### config.mk
export PLATFORM = sky130hd
export DESIGN_NAME = hls_loop_monitor
export DESIGN_NICKNAME = d
export VERILOG_FILES = /design/src/rtl/hls_mon_pkg.sv /design/src/rtl/hls_mon_sat_counter.sv /design/src/rtl/hls_loop_monitor.sv
export SDC_FILE = /design/constraint.sdc
export NUM_CORES = 1
export LEC_CHECK = 0
export BUFFER_PORTS_ARGS = -buffer_cell sky130_fd_sc_hd__buf_2
export CAP_MARGIN = 20
export CORE_AREA = 8 8 210 132
export DETAILED_ROUTE_END_ITERATION = 10
export DIE_AREA = 0 0 218 140
export PLACE_DENSITY = 0.69
export SLEW_MARGIN = 10
export SYNTH_ARGS = -nofsm -noshare
export SYNTH_HDL_FRONTEND = slang
export SYNTH_SLANG_ARGS = --single-unit
### constraint.sdc
create_clock -name clock -period 9.3 [get_ports clock]
set_clock_uncertainty 0.15 [all_clocks]
set_input_delay 1.395 -clock clock [delete_from_list [all_inputs] [get_ports clock]]
set_output_delay 1.395 -clock clock [all_outputs]
set_load 0.005 [all_outputs]
### src/rtl/hls_mon_pkg.sv
// rtl/hls_mon_pkg.sv - shared types, default widths and saturating increment helper for hls_loop_monitor
package hls_mon_pkg;

  localparam int CNT_W_DEFAULT = 32;

  typedef enum logic [1:0] {
    IDLE   = 2'd0,
    RUN    = 2'd1,
    FROZEN = 2'd2
  } mod_state_e;

  // Counter widths up to 64 bits share one helper; callers widen and narrow around it.
  function automatic logic [63:0] sat_inc(input logic [63:0] value, input logic [63:0] max_value);
    return (value == max_value) ? value : value + 64'd1;
  endfunction

endpackage

### src/rtl/hls_mon_sat_counter.sv
// rtl/hls_mon_sat_counter.sv - saturating event counter with freeze input
module hls_mon_sat_counter
  import hls_mon_pkg::*;
#(
  parameter int CNT_W = CNT_W_DEFAULT
) (
  input  logic             clock,
  input  logic             reset,
  input  logic             inc,
  input  logic             freeze,
  output logic [CNT_W-1:0] count
);

  logic [CNT_W-1:0] r_count;

  // Count qualified events, sticking at all-ones instead of wrapping.
  always_ff @(posedge clock or posedge reset) begin
    if (reset) begin
      r_count <= '0;
    end else if (inc && !freeze) begin
      r_count <= CNT_W'(sat_inc(64'(r_count), 64'({CNT_W{1'b1}})));
    end
  end

  assign count = r_count;

endmodule

### src/rtl/hls_loop_monitor.sv
// rtl/hls_loop_monitor.sv - activity monitor for one HLS function and one pipelined loop; optional macro HLS_MON_STALL_EN builds the stall counter
module hls_loop_monitor
  import hls_mon_pkg::*;
#(
  parameter int STATE_W = 1,
  parameter int CNT_W   = CNT_W_DEFAULT
) (
  input  logic               clock,
  input  logic               reset,
  input  logic               finish,
  input  logic               ap_start,
  input  logic               ap_ready,
  input  logic               ap_done,
  input  logic               ap_continue,
  input  logic [STATE_W-1:0] cur_state,
  input  logic [STATE_W-1:0] iter_start_state,
  input  logic [STATE_W-1:0] iter_end_state,
  input  logic [STATE_W-1:0] quit_state,
  input  logic               iter_start_block,
  input  logic               iter_end_block,
  input  logic               quit_block,
  input  logic               iter_start_enable,
  input  logic               iter_end_enable,
  input  logic               quit_enable,
  input  logic               loop_start,
  input  logic               loop_ready,
  input  logic               loop_done,
  input  logic               loop_continue,
  input  logic               quit_at_end,
  output logic               mod_busy,
  output logic [CNT_W-1:0]   mod_start_cnt,
  output logic [CNT_W-1:0]   mod_done_cnt,
  output logic [CNT_W-1:0]   mod_busy_cnt,
  output logic [CNT_W-1:0]   loop_iter_start_cnt,
  output logic [CNT_W-1:0]   loop_iter_end_cnt,
  output logic [CNT_W-1:0]   loop_inv_cnt,
  output logic [CNT_W-1:0]   loop_stall_cnt,
  output logic [CNT_W-1:0]   loop_inflight,
  output logic               frozen
);

  mod_state_e r_state;

  logic w_run;
  logic w_freeze;
  logic w_mod_start;
  logic w_mod_done;
  logic w_iter_start;
  logic w_iter_end;
  logic w_quit_ok;
  logic w_loop_inv;
  logic w_unused;

  assign w_run        = (r_state == RUN);
  assign w_freeze     = (r_state == FROZEN);
  assign w_mod_start  = ap_start & ap_ready;
  assign w_mod_done   = ap_done & ap_continue;
  assign w_iter_start = (cur_state == iter_start_state) & iter_start_enable & ~iter_start_block;
  assign w_iter_end   = (cur_state == iter_end_state) & iter_end_enable & ~iter_end_block;
  assign w_quit_ok    = (cur_state == quit_state) & quit_enable & ~quit_block;
  assign w_loop_inv   = loop_done & loop_continue & (~quit_at_end | w_quit_ok);

  // Module FSM; finish wins over every handshake and FROZEN is left only by reset.
  always_ff @(posedge clock or posedge reset) begin
    if (reset) begin
      r_state <= IDLE;
    end else if (finish) begin
      r_state <= FROZEN;
    end else begin
      case (r_state)
        IDLE:    if (ap_start) r_state <= RUN;
        RUN:     if (ap_done && ap_continue && !ap_start) r_state <= IDLE;
        FROZEN:  r_state <= FROZEN;
        default: r_state <= IDLE;
      endcase
    end
  end

  assign mod_busy = w_run;
  assign frozen   = w_freeze;

  hls_mon_sat_counter #(.CNT_W(CNT_W)) u_mod_start (
    .clock(clock), .reset(reset), .inc(w_mod_start), .freeze(w_freeze), .count(mod_start_cnt));
  hls_mon_sat_counter #(.CNT_W(CNT_W)) u_mod_done (
    .clock(clock), .reset(reset), .inc(w_mod_done), .freeze(w_freeze), .count(mod_done_cnt));
  hls_mon_sat_counter #(.CNT_W(CNT_W)) u_mod_busy (
    .clock(clock), .reset(reset), .inc(w_run), .freeze(w_freeze), .count(mod_busy_cnt));
  hls_mon_sat_counter #(.CNT_W(CNT_W)) u_iter_start (
    .clock(clock), .reset(reset), .inc(w_iter_start), .freeze(w_freeze), .count(loop_iter_start_cnt));
  hls_mon_sat_counter #(.CNT_W(CNT_W)) u_iter_end (
    .clock(clock), .reset(reset), .inc(w_iter_end), .freeze(w_freeze), .count(loop_iter_end_cnt));
  hls_mon_sat_counter #(.CNT_W(CNT_W)) u_loop_inv (
    .clock(clock), .reset(reset), .inc(w_loop_inv), .freeze(w_freeze), .count(loop_inv_cnt));

  // In-flight is a raw modulo difference, so it keeps wrapping even when an operand saturates.
  assign loop_inflight = loop_iter_start_cnt - loop_iter_end_cnt;

`ifdef HLS_MON_STALL_EN
  logic r_loop_active;
  logic w_stall;

  // Loop active window; a new loop_start beats a coinciding invocation end.
  always_ff @(posedge clock or posedge reset) begin
    if (reset) begin
      r_loop_active <= 1'b0;
    end else if (loop_start) begin
      r_loop_active <= 1'b1;
    end else if (w_loop_inv) begin
      r_loop_active <= 1'b0;
    end
  end

  assign w_stall = r_loop_active & (cur_state == iter_start_state) & iter_start_block;

  hls_mon_sat_counter #(.CNT_W(CNT_W)) u_loop_stall (
    .clock(clock), .reset(reset), .inc(w_stall), .freeze(w_freeze), .count(loop_stall_cnt));

  assign w_unused = &{1'b0, loop_ready};
`else
  assign loop_stall_cnt = '0;
  assign w_unused       = &{1'b0, loop_ready, loop_start};
`endif

endmodule

==> metrics, run 1 <==
grt met1 use=27.3%; Slew HR=46.3%; min Tclk post-route=4.94 ns; CTS tree=yes; Seq pwr share=52.1%; Core Region=24700 um^2; Switch Pwr=0.388 mW; final net count=1408; Ant. Diodes=0; vias=8905; Synth top area share=44.7%; final hold vios=0; busiest layer in global routing=met1; Clock power frac=44.3%; Yosys reg bits=194; leakage power total=6.38 nW; utilization after layout=52.5%; CP Capture Type=output pin; gpl congestion=0.878; post-route DRC violation count=0; largest cells by area after synthesis=dfrtp_1 45%, xnor2_1 14%, ha_1 4.3%; Slew @ Worst Pin=0.798 ns; Routed WL=29000 um; CTS buffer count=17; Most used DFF post-synth=dfrtp_1; worst endpoint required time=7.76 ns; Worst Hold Class=register to register; Mean Syn Cell Area=9.98 um^2; count of cell types in the netlist=65; cell mode on critical path=a21oi_1; Max stage delay on crit path=0.49 ns; die width=218 um; chip height=140 um; CTS Sinks=194; initial antenna violation count=0; met3 usage=5.42%; Die ar.=30500 um^2; Non-Filler Instances=1690; max-slew violation count=0; switching share of total power=23.8%; register area share after synthesis=44.7%; Root Driver=clkbuf_16; Setup CP Type=register to output pin; GRT Total Usage=18.7%; wire per inst=17.1 um; Worst path slowest cell=o41ai_2; Logic pwr share=3.6%; R2R setup slack=6.76 ns; VDD IR max=110 uV; internal power=1.24 mW; H-tree levels=4; first-pass GRT wire length=46400 um; DRT Pass-1 Iters=5; total gr overflow=0; Placed Instances=1657; Post-Syn Area=10900 um^2; Site Rows=45; Crit path arrival time=3.39 ns; Port Buffers=245; Clock transition at path regs=0.08 ns; hold buffers post-CTS=0; largest area contributor in the netlist=dfrtp_1; Cell Chain, Critical Path=inv_1, ha_1, fa_1, nor2b_1, o2111ai_1, a21oi_1, a21oi_1, o41ai_2, a41oi_1, xnor2_1, buf_2; layout cells sized above 1=23.2%; Fin Hold WS=0.314 ns; maximum capacitance violations=0; vias per cell=5.27; pwr dens=126 nW/um^2; Starting DRT DRC Count=889; hpwl dp=22800 um; I/O Pins=280; status=completed; Fmax=0.203 GHz; Async S/R FF share, synth=100%; Tcrit/Tclk final=53.1%; largest net degree at the start of global routing=115; Bufs and invs on worst path=2; CP max FO=5; synth warn=0; synthesis-to-finish area growth=19.2%; CP top delay family=compound AO/OA/AOI/OAI gates; setup repair after global routing missed its margin=false; crit path launch type=register; Setup TNS Final=0 ns; # setup viols final=0; # Post-CTS Setup Buffers=0; Detail Route Antenna Nets=0; Bufs on Longest Clock Path=2; cells after synthesis=1088; starting density of the core=44.0%; worst skew pair latency=0.44 ns; Post-synth EDFFs=0; vias in the first global route=8461; post-cts sizing count=0; global routing usage on met2=26.3%
-- flip-flops by register name, indices dropped and copies added, names as in the netlist --
signal              flops
u_mod_start.count      32
u_iter_end.count       32
u_loop_inv.count       32
u_iter_start.count     32
u_mod_done.count       32
u_mod_busy.count       32
r_state                 2
-- synth_stat cells (3+ instances only) --
| cell type | number |
|---|---|
| nand2_1 | 100 |
| ha_1 | 37 |
| and3b_1 | 3 |
| nand3_1 | 82 |
| o21a_1 | 6 |
| dfrtp_1 | 194 |
| a31oi_1 | 3 |
| nand3_2 | 3 |
| and2_1 | 12 |
| inv_1 | 50 |
| xor2_1 | 47 |
| nor3_2 | 6 |
| o211ai_1 | 5 |
| and4_4 | 3 |
| a41oi_1 | 3 |
| nor2b_1 | 6 |
| nand4_1 | 66 |
| nor2_1 | 70 |
| mux2_2 | 4 |
| and4_1 | 15 |
| nor4_1 | 7 |
| o21ai_0 | 16 |
| nor3_1 | 23 |
| a21o_1 | 6 |
| and3_1 | 27 |
| buf_4 | 32 |
| nand2b_1 | 6 |
| a21oi_1 | 33 |
| a211oi_1 | 4 |
| nor4_4 | 3 |
| xnor2_1 | 170 |
-- layout by cell type (no fill, tap or decap), types with 7 or more instances in the layout --
master | synthesis | final
xor2_1 | 47 | 47
o21ai_0 | 16 | 16
clkbuf_16 | 0 | 17
and4_1 | 15 | 15
nand4_1 | 66 | 66
conb_1 | 1 | 32
and2_1 | 12 | 12
xnor2_1 | 170 | 170
nor4_1 | 7 | 7
nor2_1 | 70 | 70
buf_2 | 2 | 245
a21oi_1 | 33 | 33
and3_1 | 27 | 27
nand3_1 | 82 | 82
nand2_1 | 100 | 100
nor3_1 | 23 | 23
ha_1 | 37 | 37
dfrtp_1 | 194 | 194
inv_1 | 50 | 49
-- stage by stage --
step	total power [mW]	worst slack, ns	instance area [um^2]
after global placement	0.925	4.93	12300
after detailed placement	0.926	4.88	12300
after CTS	1.65	4.39	12900
after floorplan	0.911	2.47	11000
after global routing	1.70	4.15	12900
final	1.63	4.36	12900
-- cell type report --
cell class                 count  area [um^2]
fill                        2275        11700
multi-input combinational    838         5650
sequential                   194         4850
timing repair buffer         247         1250
clock buffer                  17          425
tap                          329          412
inverter                      50          195
clock inverter                15          149
-- power by group through the flow --
stage | combinational (mW) | sequential (mW) | clock, mW
6_report | 0.0581 | 0.851 | 0.723
5_1_grt | 0.0673 | 0.851 | 0.781
4_1_cts | 0.0581 | 0.851 | 0.743
3_5_place_dp | 0.0581 | 0.867 | 0
3_3_place_gp | 0.0578 | 0.867 | 0
2_1_floorplan | 0.0442 | 0.867 | 0
-- routing by layer --
layer	share of wire, %	routed length [um]
met3	7.8	2270
met5	0	0
met4	1.6	476
met2	42	12200
met1	48	14000
-- cells by family (layout without fill, tap and decap cells) --
group                    count (synthesis)  after routing  share of synthesized area [%]
buffers and inverters                   87            329                           4.28
multiplexers                             4              4                          0.415
flip-flops                             194            194                           44.7
adder cells (fa/ha/maj)                 38             38                           4.45
other                                    1             32                         0.0345
XOR/XNOR                               217            217                           17.5
AND/OR/NAND/NOR                        455            455                           23.1
AO/OA/AOI/OAI                           92             92                           5.45
-- worst paths after layout --
path,start,end,cells past startpoint
min in group asynchronous,reset,u_mod_done.count[27]$_DFFE_PP0P_,2
min reg2reg,r_state[1]$_DFFE_PP0P_,r_state[0]$_DFFE_PP0P_,1
max in group asynchronous,reset,u_iter_end.count[2]$_DFFE_PP0P_,4
max,u_iter_start.count[0]$_DFFE_PP0P_,loop_inflight[30],11
min,r_state[1]$_DFFE_PP0P_,r_state[0]$_DFFE_PP0P_,1
max reg2reg,r_state[0]$_DFFE_PP0P_,u_iter_start.count[31]$_DFFE_PP0P_,8
No activity file was read; power rests on OpenSTA's default activity.
==> run 2, diff against run 1 <==
--- a/config.mk
+++ b/config.mk
@@ -10,7 +10,7 @@
 export CORE_AREA = 8 8 210 132
 export DETAILED_ROUTE_END_ITERATION = 10
 export DIE_AREA = 0 0 218 140
-export PLACE_DENSITY = 0.69
+export PLACE_DENSITY = 0.72
 export SLEW_MARGIN = 10
 export SYNTH_ARGS = -nofsm -noshare
 export SYNTH_HDL_FRONTEND = slang
==> constraint.sdc (replaced) <==
create_clock -name clock -period 4.5 [get_ports clock]
set_clock_uncertainty 0.15 [all_clocks]
set_input_delay 0.675 -clock clock [delete_from_list [all_inputs] [get_ports clock]]
set_output_delay 0.675 -clock clock [all_outputs]
set_load 0.005 [all_outputs]
==> run 2 against run 1 <==
  * Global-route usage about the same
  * Cell count is essentially flat
  * Clock power increased by 120%
  * Die area unchanged
  * Sequential power up 110%
  * Combinational power up 110%
  * Sequential cell count stayed put
==> metrics, run 2 (same netlist as run 1, synthesis figures left out) <==
Routed WL=29100 um; vias per cell=5.23; DRT Pass-1 Iters=4; CP Capture Type=output pin; wire per inst=17.3 um; die width=218 um; commonest cells after routing, fill and taps aside=245 x buf_2, 194 x dfrtp_1, 170 x xnor2_1, 100 x nand2_1, 82 x nand3_1; synthesis-to-finish area growth=19.4%; first-pass GRT wire length=46400 um; I/O Pins=280; status=completed; H-tree levels=4; commonest non-fill, non-tap cell in the layout=buf_2; fin area=13000 um^2; worst endpoint required time=3.67 ns; vias in the first global route=8444; Crit path arrival time=3.45 ns; Bufs on Longest Clock Path=2; Seq pwr share=51.0%; chip height=140 um; VDD IR max=229 uV; switching share of total power=22.1%; starting density of the core=44.0%; CP max FO=5; leakage power total=6.38 nW; internal power=2.69 mW; Worst Hold Class=input pin to asynchronous set/reset pin; Fmax=0.234 GHz; initial antenna violation count=0; min Tclk post-route=4.27 ns; max-slew violation count=0; Slew @ Worst Pin=1.11 ns; # setup viols final=0; layout cells sized above 1=22.9%; Die ar.=30500 um^2; Tcrit/Tclk final=94.9%; CTS tree=yes; Clock power frac=45.4%; R2R setup slack=1.96 ns; Setup TNS Final=0 ns; Switch Pwr=0.761 mW; hpwl dp=23100 um; Port Buffers=245; CTS Sinks=194; Detail Route Antenna Nets=0; total gr overflow=0; Site Rows=45; worst-case reg-to-reg path depth=8; Clock transition at path regs=0.07 ns; Slew HR=25.9%; FF-to-FF End=u_iter_start.count[31]$_DFFE_PP0P_; largest net degree at the start of global routing=180; post-route DRC violation count=0; post-cts sizing count=0; maximum capacitance violations=0; Starting DRT DRC Count=712; placed cell area=12400 um^2; setup repair after global routing missed its margin=false; CTS buffer count=17; vias=8837; RR Startpoint=r_state[0]$_DFFE_PP0P_; GRT Total Usage=18.7%; Core Region=24700 um^2; final hold vios=0; worst skew pair latency=0.42 ns; pwr dens=266 nW/um^2; Logic pwr share=3.6%; Root Driver=clkbuf_16; final net count=1407; Setup CP Type=register to output pin; hold buffers post-CTS=0; gpl congestion=0.874; crit path launch type=register; Ant. Diodes=0; # Post-CTS Setup Buffers=0
-- run 2: cell types whose count changed in the layout (fill, tap and decap cells not counted), sizes merged --
cell | before | now
buf | 247 | 246
bufinv | 1 | 3
clkinv | 5 | 2
clkinvlp | 3 | 4
inv | 56 | 52
clkbuf | 17 | 21
-- run 2: layout make-up --
class	count	area, um^2
fillers	2237	11700
multi-input cells	838	5650
flip-flops and latches	194	4850
repair buffers	246	1250
clock buffers	21	450
well taps	329	412
inverters	50	191
clock inverters	11	153
-- run 2: critical path, stage by stage, from the launching register on --
cell and delay, ns:
dfrtp_1 0.41, inv_1 0.09, ha_1 0.23, fa_1 0.41, nor2b_1 0.23, o2111ai_1 0.20
a21oi_1 0.25, a21oi_1 0.17, o41ai_2 0.50, a41oi_1 0.21, xnor2_1 0.19, buf_2 0.15
-- run 2: through the flow --
step	std cells	power, mW	utilization, %	hold slack, ns	worst slack, ns
2_1_floorplan	1119	1.88	-	0.294	1.17
3_3_place_gp	1657	1.91	50.1	0.317	0.861
3_5_place_dp	1657	1.92	50.1	0.324	0.740
4_1_cts	1689	3.50	52.6	0.0702	0.254
5_1_grt	1689	3.58	52.6	0.0856	0.0332
6_report	1689	3.45	52.6	0.0814	0.229
-- run 2: per-layer routing --
metal / track usage, % / wire, um / vias to the layer above
met3: 6.00 / 2480 / 37
met4: 5.11 / 564 / 0
met5: 0 / 0 / -
met1: 26.0 / 13500 / 4267
met2: 27.5 / 12600 / 283
li1: - / - / 4250
-- run 2: worst max path at each step --
| stage | start | endpoint | slack, ns | cells after the start |
|---|---|---|---|---|
| finish | u_iter_start.count[0]$_DFFE_PP0P_ | loop_inflight[30] | 0.23 | 11 |
| global route | u_iter_start.count[0]$_DFFE_PP0P_ | loop_inflight[30] | 0.03 | 11 |
| CTS | u_iter_start.count[0]$_DFFE_PP0P_ | loop_inflight[30] | 0.25 | 11 |
| detailed placement | u_iter_start.count[0]$_DFFE_PP0P_ | loop_inflight[30] | 0.74 | 11 |
| global placement | u_iter_start.count[0]$_DFFE_PP0P_ | loop_inflight[30] | 0.86 | 11 |
| floorplan | reset | r_state[0]$_DFFE_PP0P_ | 1.17 | 1 |
-- run 2: power by group through the flow --
stage	Clock, mW	Sequential, mW	Combinational, mW
finish	1.57	1.76	0.123
global placement	0	1.79	0.123
CTS	1.61	1.76	0.126
detailed placement	0	1.79	0.125
floorplan	0	1.79	0.0917
global route	1.68	1.76	0.142
